==> src/rtl/axis_bits_elastic_buffer.sv <==
// N-entry elastic buffer on a valid/ready bit stream with registered in_tready/out_tvalid,
// synchronous flush, occupancy and almost-full outputs. Optional stats via AXIS_ELASTIC_BUFFER_STATS_EN.
module axis_bits_elastic_buffer #(
    parameter int DATA_WIDTH         = 64,
    parameter int DEPTH              = 4,
    parameter int ALMOST_FULL_THRESH = DEPTH - 1
) (
    input  logic                    clk,
    input  logic                    rst,
    input  logic                    flush,
    input  logic                    in_tvalid,
    output logic                    in_tready,
    input  logic [DATA_WIDTH-1:0]   in_databits,
    output logic                    out_tvalid,
    input  logic                    out_tready,
    output logic [DATA_WIDTH-1:0]   out_databits,
    output logic [$clog2(DEPTH):0]  level,
    output logic                    almost_full
`ifdef AXIS_ELASTIC_BUFFER_STATS_EN
    ,
    output logic [31:0]             stat_xfer_count,
    output logic [31:0]             stat_stall_count
`endif
);

    localparam int AW = $clog2(DEPTH);
    localparam int PW = AW + 1;
    localparam logic [PW-1:0] AF_THRESH = PW'(ALMOST_FULL_THRESH);
    localparam logic [PW-1:0] PTR_ONE   = {{AW{1'b0}}, 1'b1};
    localparam logic [PW-1:0] PTR_ZERO  = {PW{1'b0}};

    if (DEPTH < 2 || (DEPTH & (DEPTH - 1)) != 0) begin : g_bad_depth
        $error("DEPTH must be a power of two and >= 2");
    end
    if (ALMOST_FULL_THRESH < 1 || ALMOST_FULL_THRESH > DEPTH) begin : g_bad_thresh
        $error("ALMOST_FULL_THRESH must be within 1..DEPTH");
    end

    logic [DATA_WIDTH-1:0] mem_q [DEPTH];
    logic [PW-1:0]         wptr_q, wptr_d;
    logic [PW-1:0]         rptr_q, rptr_d;
    logic [PW-1:0]         level_q, level_d;
    logic                  in_tready_q, out_tvalid_q, almost_full_q;
    logic                  push_s, pop_s, full_d, empty_d;

    assign push_s       = in_tvalid && in_tready_q;
    assign pop_s        = out_tvalid_q && out_tready;
    assign in_tready    = in_tready_q;
    assign out_tvalid   = out_tvalid_q;
    assign level        = level_q;
    assign almost_full  = almost_full_q;
    assign out_databits = mem_q[rptr_q[AW-1:0]];

    // Next-state pointers; all registered status is derived from these so it is valid one cycle early.
    always_comb begin
        wptr_d = wptr_q;
        rptr_d = rptr_q;
        if (flush) begin
            wptr_d = PTR_ZERO;
            rptr_d = PTR_ZERO;
        end else begin
            if (push_s) begin
                wptr_d = wptr_q + PTR_ONE;
            end else begin
                wptr_d = wptr_q;
            end
            if (pop_s) begin
                rptr_d = rptr_q + PTR_ONE;
            end else begin
                rptr_d = rptr_q;
            end
        end
        level_d = wptr_d - rptr_d;
        empty_d = (wptr_d == rptr_d);
        full_d  = (wptr_d[AW-1:0] == rptr_d[AW-1:0]) && (wptr_d[AW] != rptr_d[AW]);
    end

    // Pointer and status registers.
    always_ff @(posedge clk or posedge rst) begin
        if (rst) begin
            wptr_q        <= PTR_ZERO;
            rptr_q        <= PTR_ZERO;
            level_q       <= PTR_ZERO;
            in_tready_q   <= 1'b0;
            out_tvalid_q  <= 1'b0;
            almost_full_q <= 1'b0;
        end else begin
            wptr_q        <= wptr_d;
            rptr_q        <= rptr_d;
            level_q       <= level_d;
            in_tready_q   <= !full_d;
            out_tvalid_q  <= !empty_d;
            almost_full_q <= (level_d >= AF_THRESH);
        end
    end

    // Storage write; a word accepted during flush is dropped, so it is not stored either.
    always_ff @(posedge clk) begin
        if (push_s && !flush) begin
            mem_q[wptr_q[AW-1:0]] <= in_databits;
        end
    end

`ifdef AXIS_ELASTIC_BUFFER_STATS_EN
    logic [31:0] xfer_q, stall_q;

    assign stat_xfer_count  = xfer_q;
    assign stat_stall_count = stall_q;

    // Saturating transfer/stall counters, cleared only by rst.
    always_ff @(posedge clk or posedge rst) begin
        if (rst) begin
            xfer_q  <= 32'd0;
            stall_q <= 32'd0;
        end else begin
            if (pop_s && (xfer_q != 32'hFFFF_FFFF)) begin
                xfer_q <= xfer_q + 32'd1;
            end
            if (out_tvalid_q && !out_tready && (stall_q != 32'hFFFF_FFFF)) begin
                stall_q <= stall_q + 32'd1;
            end
        end
    end
`endif

endmodule

==> config.mk <==
export PLATFORM = sky130hd
export DESIGN_NAME = axis_bits_elastic_buffer
export DESIGN_NICKNAME = d
export VERILOG_FILES = /design/src/rtl/axis_bits_elastic_buffer.sv
export SDC_FILE = /design/constraint.sdc
export NUM_CORES = 1
export LEC_CHECK = 0
export BUFFER_PORTS_ARGS = -buffer_cell sky130_fd_sc_hd__buf_2
export CAP_MARGIN = 5
export CORE_ASPECT_RATIO = 0.9
export CORE_MARGIN = 10
export CORE_UTILIZATION = 57
export DETAILED_ROUTE_END_ITERATION = 8
export PLACE_DENSITY = 0.79
export SLEW_MARGIN = 20
export SYNTH_ARGS = -nofsm -noshare
export SYNTH_HDL_FRONTEND = slang
export SYNTH_SLANG_ARGS = --single-unit
==> constraint.sdc <==
create_clock -name clk -period 2.8 [get_ports clk]
set_input_delay 0.56 -clock clk [delete_from_list [all_inputs] [get_ports clk]]
set_output_delay 0.56 -clock clk [all_outputs]
set_load 0.1 [all_outputs]
==> out/results.tsv, run 1 <==
metric	value	unit
status	complete, no violations	
crit_path_end_kind	output port	
nFillCells	1005	
syn_nets	473	
power_frac_seq	40.9	%
clockBufferDepth	3	
cts-htree-levels	1	
clkPwrFrac	30.3	%
reg2reg_depth	7	
syn_to_final_growth	20.89	%
fin_ws	0.06839	ns
grt_pass1_wl	28900	um
dr.first_iter.drc_count	216	
fin_worst_skew	0.009850	ns
fmax	0.3661	GHz
synthDistinctLibCells	24	
multi_input_area	1774	um2
ant_nets	0	
power_frac_comb	28.9	%
layout-drive-gt1-share	46.10	%
netlist_area	9876	um2
final_net_count	647	
required	2.24	ns
tritoncts	done	
worstPathArrival	2.17	ns
hpwl	12060	um
p_leak	4.143	nW
grt_pass1_vias	5066	
setup_viol	0	
drtPass1Iterations	4	
ys.warnings.count	0	
globalplace.congestion	0.7400	
p_int	7.393	mW
crit_fanout	19	
cts_buffers	26	
drt-wirelength-per-cell	22.55	um
via_count	4572	
drc	0	
worst-setup-path-type	reg -> out	
placed_cells	773	
synth_cells	396	
io_pins	139	
die_area	23000	um2
final_cells	826	
clock_latency	0.51	ns
dieHeight	144.9	um
place_ws	0.3669	ns
antenna_found_initial	3	
grt_max_degree	36	
numPortBuffers	138	
hold_viol	0	
hold_class	in -> async	
fin_crit_sh	97.56	%
start_util	58.27	%
core	16950	um2
synth-seq-cells	268	
dieWidth	158.7	um
p_sw	3.919	mW
ys_seq_area_share	80.88	%
worst_pin_slew	0.5335	ns
clockRootBuffer	clkbuf_16	
layout_min_cycle_time	2.732	ns
fin_util	70.45	%
clk_pin_slew	0.06	ns
finalPower	11.31	mW
avgSynthCellArea	24.94	um2
grt_remaining_overflow	0	
via_per_inst	5.535	
cts_sinks	268	
seq_area	7995	um2
p_per_area	947.5	nW/um2
grtUsageTotal	16.24	%
drv_slew	0	
routed_wl	18630	um
slew_headroom	64.67	%
swShare	34.65	%
drv_cap	0	
row_count	45	
crit_path_start_kind	register	
vdd_ir_drop_max	0.5885	mV
==> metrics by stage <==
step / TNS [ns] / instance area [um2] / hold WS [ns]
2_1_floorplan: 0 / 9881 / 0.4247
3_3_place_gp: 0 / 11020 / 0.5738
3_5_place_dp: 0 / 11020 / 0.5983
4_1_cts: 0 / 11920 / 0.05886
5_1_grt: -0.002633 / 11940 / 0.08199
6_report: 0 / 11940 / 0.06418
==> final timing paths <==
check,start,endpoint,slack [ns]
max,rptr_q[1],out_databits[44],0.07
min reg2reg,wptr_q[1],wptr_q[1],0.67
min,rst,wptr_q[1],0.06
max reg2reg,rptr_q[0],almost_full,0.41
max in group asynchronous,rst,rptr_q[0],2.37
min in group clk,in_databits[39],mem_q[0][39],0.26
==> area by class of cell <==
cell class | count | share of cell area, %
Sequential cell | 268 | 66.97
Timing Repair Buffer | 161 | 8.216
Clock buffer | 37 | 6.141
Antenna cell | 1 | 0.02096
Inverter | 9 | 0.2830
Tap cell | 235 | 2.463
Clock inverter | 11 | 1.048
Multi-Input combinational cell | 104 | 14.86
==> worst max-delay path: stages, from the launching register on <==
cell and delay [ns]:
dfrtp_4 0.59, buf_4 0.35, mux4_2 0.28, buf_2 0.43
==> kinds of logic (layout without fill, tap and decap cells) <==
logic type / after synthesis / in the layout / share of synthesized area (%)
compound gates: 3 / 3 / 0.1774
xor+xnor: 4 / 4 / 0.4309
fa+ha+maj: 8 / 8 / 1.090
buf+inv: 24 / 218 / 1.254
flops: 268 / 268 / 80.88
mux: 68 / 68 / 15.04
other cells: 0 / 1 / 0
simple gates: 21 / 21 / 1.127
==> power groups by stage <==
stage / clock network (mW) / registers (mW) / logic, mW
6_report: 3.42 / 4.62 / 3.27
5_1_grt: 3.67 / 4.63 / 3.39
4_1_cts: 3.51 / 4.63 / 3.29
3_5_place_dp: 0 / 4.73 / 3.21
3_3_place_gp: 0 / 4.72 / 3.18
2_1_floorplan: 0 / 4.89 / 2.48
==> synth_stat cells <==
library cell  number  share of area, %
mux4_2            64                15
nand3_2            1              0.10
dfrtp_1           12               3.0
xor2_2             1              0.16
or2_2              2              0.13
a21oi_1            2              0.10
or2_1              1             0.063
mux2i_2            1              0.14
nor2_1             4              0.15
fa_1               1              0.20
nor2b_1            2              0.13
nand3_1            3              0.15
mux2i_1            3              0.30
buf_4              7              0.53
nand2_1            4              0.15
buf_2              6              0.30
and2_1             4              0.25
xor2_1             1             0.089
a21boi_0           1             0.076
inv_1              9              0.34
ha_1               7              0.89
edfxtp_1         256                78
clkbuf_1           2             0.076
xnor2_1            2              0.18
==> registers in the layout, indices dropped and copies added, names as in the netlist <==
name and cells:
out_tvalid 1, mem_q 256, in_tready 1, level 3
almost_full 1, rptr_q 3, wptr_q 3
==> timing repair <==
item,4_1_cts,5_1_grt
hold buffers,0,0
resized for setup,7,3
pin swaps,0,0
buffers inserted,3,1
endpoints found under the setup margin,59,6
==> layout by cell type (no fill, tap or decap), drive strengths merged, types with 3 or more instances in the layout <==
| cell | n |
|---|---|
| inv | 9 |
| nand2 | 4 |
| ha | 7 |
| nand3 | 4 |
| edfxtp | 256 |
| bufinv | 3 |
| dfrtp | 12 |
| nor2 | 4 |
| or2 | 3 |
| buf | 158 |
| clkinv | 8 |
| mux2i | 4 |
| and2 | 4 |
| mux4 | 64 |
| clkbuf | 40 |
==> per-layer routing <==
metal,part of all wire (%),GRT usage (%)
met1,39,20.58
met5,0.12,0
met2,49,26.81
met3,9.4,5.479
met4,2.0,3.933
Power figures use the tool's default switching activity.
==> inputs of run 2 (changes only) <==
--- a/config.mk
+++ b/config.mk
@@ -11,6 +11,7 @@
 export CORE_MARGIN = 10
 export CORE_UTILIZATION = 57
 export DETAILED_ROUTE_END_ITERATION = 8
+export GPL_TIMING_DRIVEN = 0
 export PLACE_DENSITY = 0.79
 export SLEW_MARGIN = 20
 export SYNTH_ARGS = -nofsm -noshare
==> run 2 against run 1 <==
Worst hold slack got worse by 0.021 ns. Power is 1.5% lower. Largest power group unchanged. Fmax rose by 1.5%.
==> out/results.tsv, run 2 (same netlist as run 1, synthesis figures left out) <==
metric	value	unit
status	complete, no violations	
grtUsageTotal	16.02	%
rsz0062_at_grt	yes	
hpwl	11680	um
drt-met1-wl	7769	um
layout_min_cycle_time	2.691	ns
drtPass1Iterations	4	
drt-wirelength-per-cell	22.44	um
via_count	4543	
worstPathArrival	2.13	ns
drv_cap	0	
finalPower	11.14	mW
rr_startpoint	rptr_q[0]	
dr.first_iter.drc_count	333	
final_common_cell	edfxtp_1	
globalplace.congestion	0.7537	
slowest_stage	dfrtp_1	
p_per_area	934.8	nW/um2
ant_nets	0	
dieHeight	144.9	um
crit_fanout	10	
largest_reg_flops	256	
final_cell_mix	edfxtp_1, buf_2, mux4_2	
reg2reg_depth	8	
cts_setup_buffers	0	
crit_top_cell	buf_2	
row_count	45	
r2r_end	almost_full	
hold_viol	0	
worst-setup-path-type	reg -> out	
fin_worst_skew	0.007627	ns
cts_buffers	26	
layout-drive-gt1-share	45.21	%
vdd_ir_drop_max	0.7969	mV
max_stage_delay	0.36	ns
clock_latency	0.51	ns
worst_pin_slew	0.5357	ns
wl_met2	9014	um
holdBufCountCts	0	
die_area	23000	um2
dieWidth	158.7	um
cts-htree-levels	1	
clockRootBuffer	clkbuf_16	
crit_path_end_kind	output port	
drv_slew	0	
grt_pass1_wl	28660	um
setup_viol	0	
grt_max_degree	38	
met3_wirelength	1278	um
routed_wl	18420	um
grt_pass1_vias	4961	
tritoncts	done	
r2r_slack	0.67	ns
start_util	58.27	%
fin_crit_sh	96.11	%
via_per_inst	5.533	
clk_pin_slew	0.06	ns
numPortBuffers	137	
io_pins	139	
slew_headroom	64.53	%
final_net_count	642	
syn_to_final_growth	20.66	%
grt_remaining_overflow	0	
core	16950	um2
required	2.24	ns
drc	0	
cts_sinks	268	
antenna_found_initial	3	
path_cells	buf_2, buf_2, mux4_2, clkbuf_4	
fin_util	70.31	%
top_layer	met5	
crit_path_start_kind	register	
clockBufferDepth	3	
hold_slack	0.04326	ns
hold_class	in -> async	
p_leak	4.125	nW
fmax	0.3716	GHz
## run 2: final cells by class
type / instances / area, um2
Sequential cell: 268 / 7988
Inverter: 9 / 33.78
Clock inverter: 13 / 83.83
Timing Repair Buffer: 141 / 913.4
Antenna cell: 2 / 5.005
Multi-Input combinational cell: 104 / 1774
Fill cell: 1016 / 5031
Tap cell: 235 / 294.0
Buffer: 15 / 122.6
Clock buffer: 34 / 701.9
## run 2: where the power goes
| part | total, mW | switching (mW) | internal, mW |
|---|---|---|---|
| clock network | 3.20 | 1.35 | 1.85 |
| logic | 3.35 | 2.53 | 0.823 |
| registers | 4.59 | 0.0426 | 4.54 |
## run 2: repair_timing
item                                    CTS  global route
gates cloned                              0             0
gates resized for setup                  45            31
endpoints found under the setup margin   59            55
## run 2: through the flow
step                instance area (um2)  std cells  worst slack [ns]    TNS (ns)
finish                            11920        821            0.1090           0
global route                      11910        820        -0.0004667  -0.0004667
CTS                               11840        819          -0.04174     -0.5671
detailed placement                10950        772            0.2501           0
global placement                  10860        768           0.01650           0
floorplan                          9881        396            0.1642           0
## run 2: how the worst max path moves through the flow
stage / endpoint / depth (start not counted) / slack [ns] / from
global route: out_databits[62] / 4 / -0.0005 / rptr_q[1]
floorplan: almost_full / 8 / 0.16 / in_tready
detailed placement: out_databits[55] / 4 / 0.25 / rptr_q[1]
finish: out_databits[62] / 4 / 0.11 / rptr_q[1]
global placement: mem_q[2][40] / 4 / 0.02 / in_tvalid
CTS: out_databits[51] / 4 / -0.04 / rptr_q[0]
## run 2: metal layers
metal  GRT usage [%]  vias to the layer above
li1                -                     2003
met3           4.095                       27
met4           3.638                        2
met1           21.31                     2343
met5               0                        -
met2           26.41                      168
## run 2: worst max-delay path, delay by kind of cell, from the launching register on
kind | cells | cell delay, ns
buffers and inverters | 3 | 0.91
DFF | 1 | 0.36
muxes | 1 | 0.34
==> inputs of run 3 (changes only) <==
--- a/config.mk
+++ b/config.mk
@@ -7,12 +7,15 @@
 export LEC_CHECK = 0
 export BUFFER_PORTS_ARGS = -buffer_cell sky130_fd_sc_hd__buf_2
 export CAP_MARGIN = 5
+export CELL_PAD_IN_SITES_DETAIL_PLACEMENT = 1
+export CELL_PAD_IN_SITES_GLOBAL_PLACEMENT = 1
 export CORE_ASPECT_RATIO = 0.9
 export CORE_MARGIN = 10
-export CORE_UTILIZATION = 57
+export CORE_UTILIZATION = 50
 export DETAILED_ROUTE_END_ITERATION = 8
 export GPL_TIMING_DRIVEN = 0
-export PLACE_DENSITY = 0.79
+export PLACE_DENSITY_LB_ADDON = 0.1
+export REMOVE_ABC_BUFFERS = 1
 export SLEW_MARGIN = 20
 export SYNTH_ARGS = -nofsm -noshare
 export SYNTH_HDL_FRONTEND = slang
==> run 3 against run 2 <==
Register-to-register slack worse by 0.25 ns. Routed wire length rose by 6.9%. First-iteration DRC count down 32%. Combinational power decreased by 4%. Clock power grew 12%. Final cell count rose by 1.3%. Fmax is essentially flat. Non-clock buffer count down 8. Flip-flop and latch count unchanged. Die area up 12%.
==> out/results.tsv, run 3 (same netlist as run 1, synthesis figures left out) <==
metric	value	unit
rsz0062_at_grt	no	
swShare	34.75	%
clockRootBuffer	clkbuf_16	
tritoncts	done	
dr.first_iter.drc_count	228	
setup_viol	0	
core	19280	um2
fin_crit_sh	96.13	%
p_sw	3.967	mW
hold_slack	0.04193	ns
globalplace.congestion	0.6976	
power_frac_seq	40.4	%
start_util	51.23	%
grt_pass1_vias	5182	
dieWidth	168.1	um
routed_wl	19690	um
status	complete, no violations	
worst_pin_slew	0.5307	ns
setup_tns	0	ns
slew_headroom	64.87	%
path_cells	buf_16, mux4_2, buf_2	
worst-setup-path-type	reg -> out	
drt-wirelength-per-cell	23.67	um
clock_latency	0.52	ns
p_int	7.450	mW
place_ws	0.2501	ns
hold_class	in -> async	
largest_reg_flops	256	
vdd_ir_drop_max	0.8083	mV
via_per_inst	5.427	
grt_max_degree	42	
p_leak	4.091	nW
drv_slew	0	
grt_remaining_overflow	0	
dieHeight	153.3	um
p_per_area	958.9	nW/um2
hold_viol	0	
grt_pass1_wl	30570	um
antenna_found_initial	3	
layout-drive-gt1-share	44.83	%
cts_buffers	28	
die_area	25780	um2
clk_pin_slew	0.06	ns
crit_fanout	41	
crit_path_end_kind	output port	
power_frac_comb	28.1	%
final_cell_mix	edfxtp_1, buf_2, mux4_2	
ant_nets	0	
syn_to_final_growth	20.56	%
fin_ws	0.1084	ns
final_net_count	636	
cts_sinks	268	
drc	0	
layout_min_cycle_time	2.692	ns
via_count	4515	
drv_cap	0	
cts-htree-levels	1	
drtPass1Iterations	5	
io_pins	139	
slowest_stage	dfrtp_4	
fin_worst_skew	0.007661	ns
max_stage_delay	0.60	ns
final_common_cell	edfxtp_1	
crit_path_start_kind	register	
hpwl	12450	um
finalPower	11.42	mW
row_count	48	
clockBufferDepth	3	
worstPathArrival	2.13	ns
required	2.24	ns
clkPwrFrac	31.5	%
fmax	0.3715	GHz
grtUsageTotal	15.12	%
numPortBuffers	138	
-- run 3: worst max-delay path: cells and delay by family (launching register included) --
kind / cells / cell delay (ns)
buffers and inverters: 2 / 0.73
DFF: 1 / 0.60
muxes: 1 / 0.28
-- run 3: what timing repair did --
action                     4_1_cts  5_1_grt
setup endpoints to repair       48        2
hold buffers                     0        0
gates cloned                     0        0
setup buffers                    3        0
gates resized for setup          0        3
-- run 3: cell type report --
cell class	instances	area, um2
tap	250	312.8
antenna	2	5.005
inverter	9	33.78
timing repair buffer	148	880.8
clock inverter	11	127.6
fill	1602	7372
multi-input combinational	104	1774
sequential	268	7995
clock buffer	40	777.0
-- run 3: power by group through the flow --
stage	Clock [mW]	Sequential [mW]	Combinational (mW)
after floorplan	0	5.04	2.31
after global placement	0	4.90	3.04
after detailed placement	0	4.74	3.18
after CTS	3.68	4.61	3.26
after global routing	3.87	4.62	3.35
final	3.60	4.61	3.21
-- run 3: stage by stage --
| step | instance area [um2] | instances | util (%) |
|---|---|---|---|
| 2_1_floorplan | 9786 | 381 | - |
| 3_3_place_gp | 10790 | 769 | 55.96 |
| 3_5_place_dp | 10960 | 776 | 56.86 |
| 4_1_cts | 11900 | 830 | 61.71 |
| 5_1_grt | 11900 | 830 | 61.73 |
| 6_report | 11910 | 832 | 61.76 |
-- run 3: layer usage --
| layer | routed length (um) | GRT usage [%] |
|---|---|---|
| met4 | 358 | 3.231 |
| met5 | 13 | 0 |
| met2 | 9943 | 25.32 |
| met3 | 1249 | 4.409 |
| met1 | 8126 | 19.17 |
-- run 3: final timing paths --
check	startpoint	end	slack, ns	cells past startpoint
hold reg to reg	wptr_q[1]	wptr_q[1]	0.67	2
setup / recovery	rptr_q[1]	out_databits[62]	0.11	3
min in group clk	in_databits[41]	mem_q[0][41]	0.25	1
hold / removal	rst	level[1]	0.04	2
max in group asynchronous	rst	rptr_q[0]	2.40	2
setup reg to reg	rptr_q[1]	almost_full	0.42	7
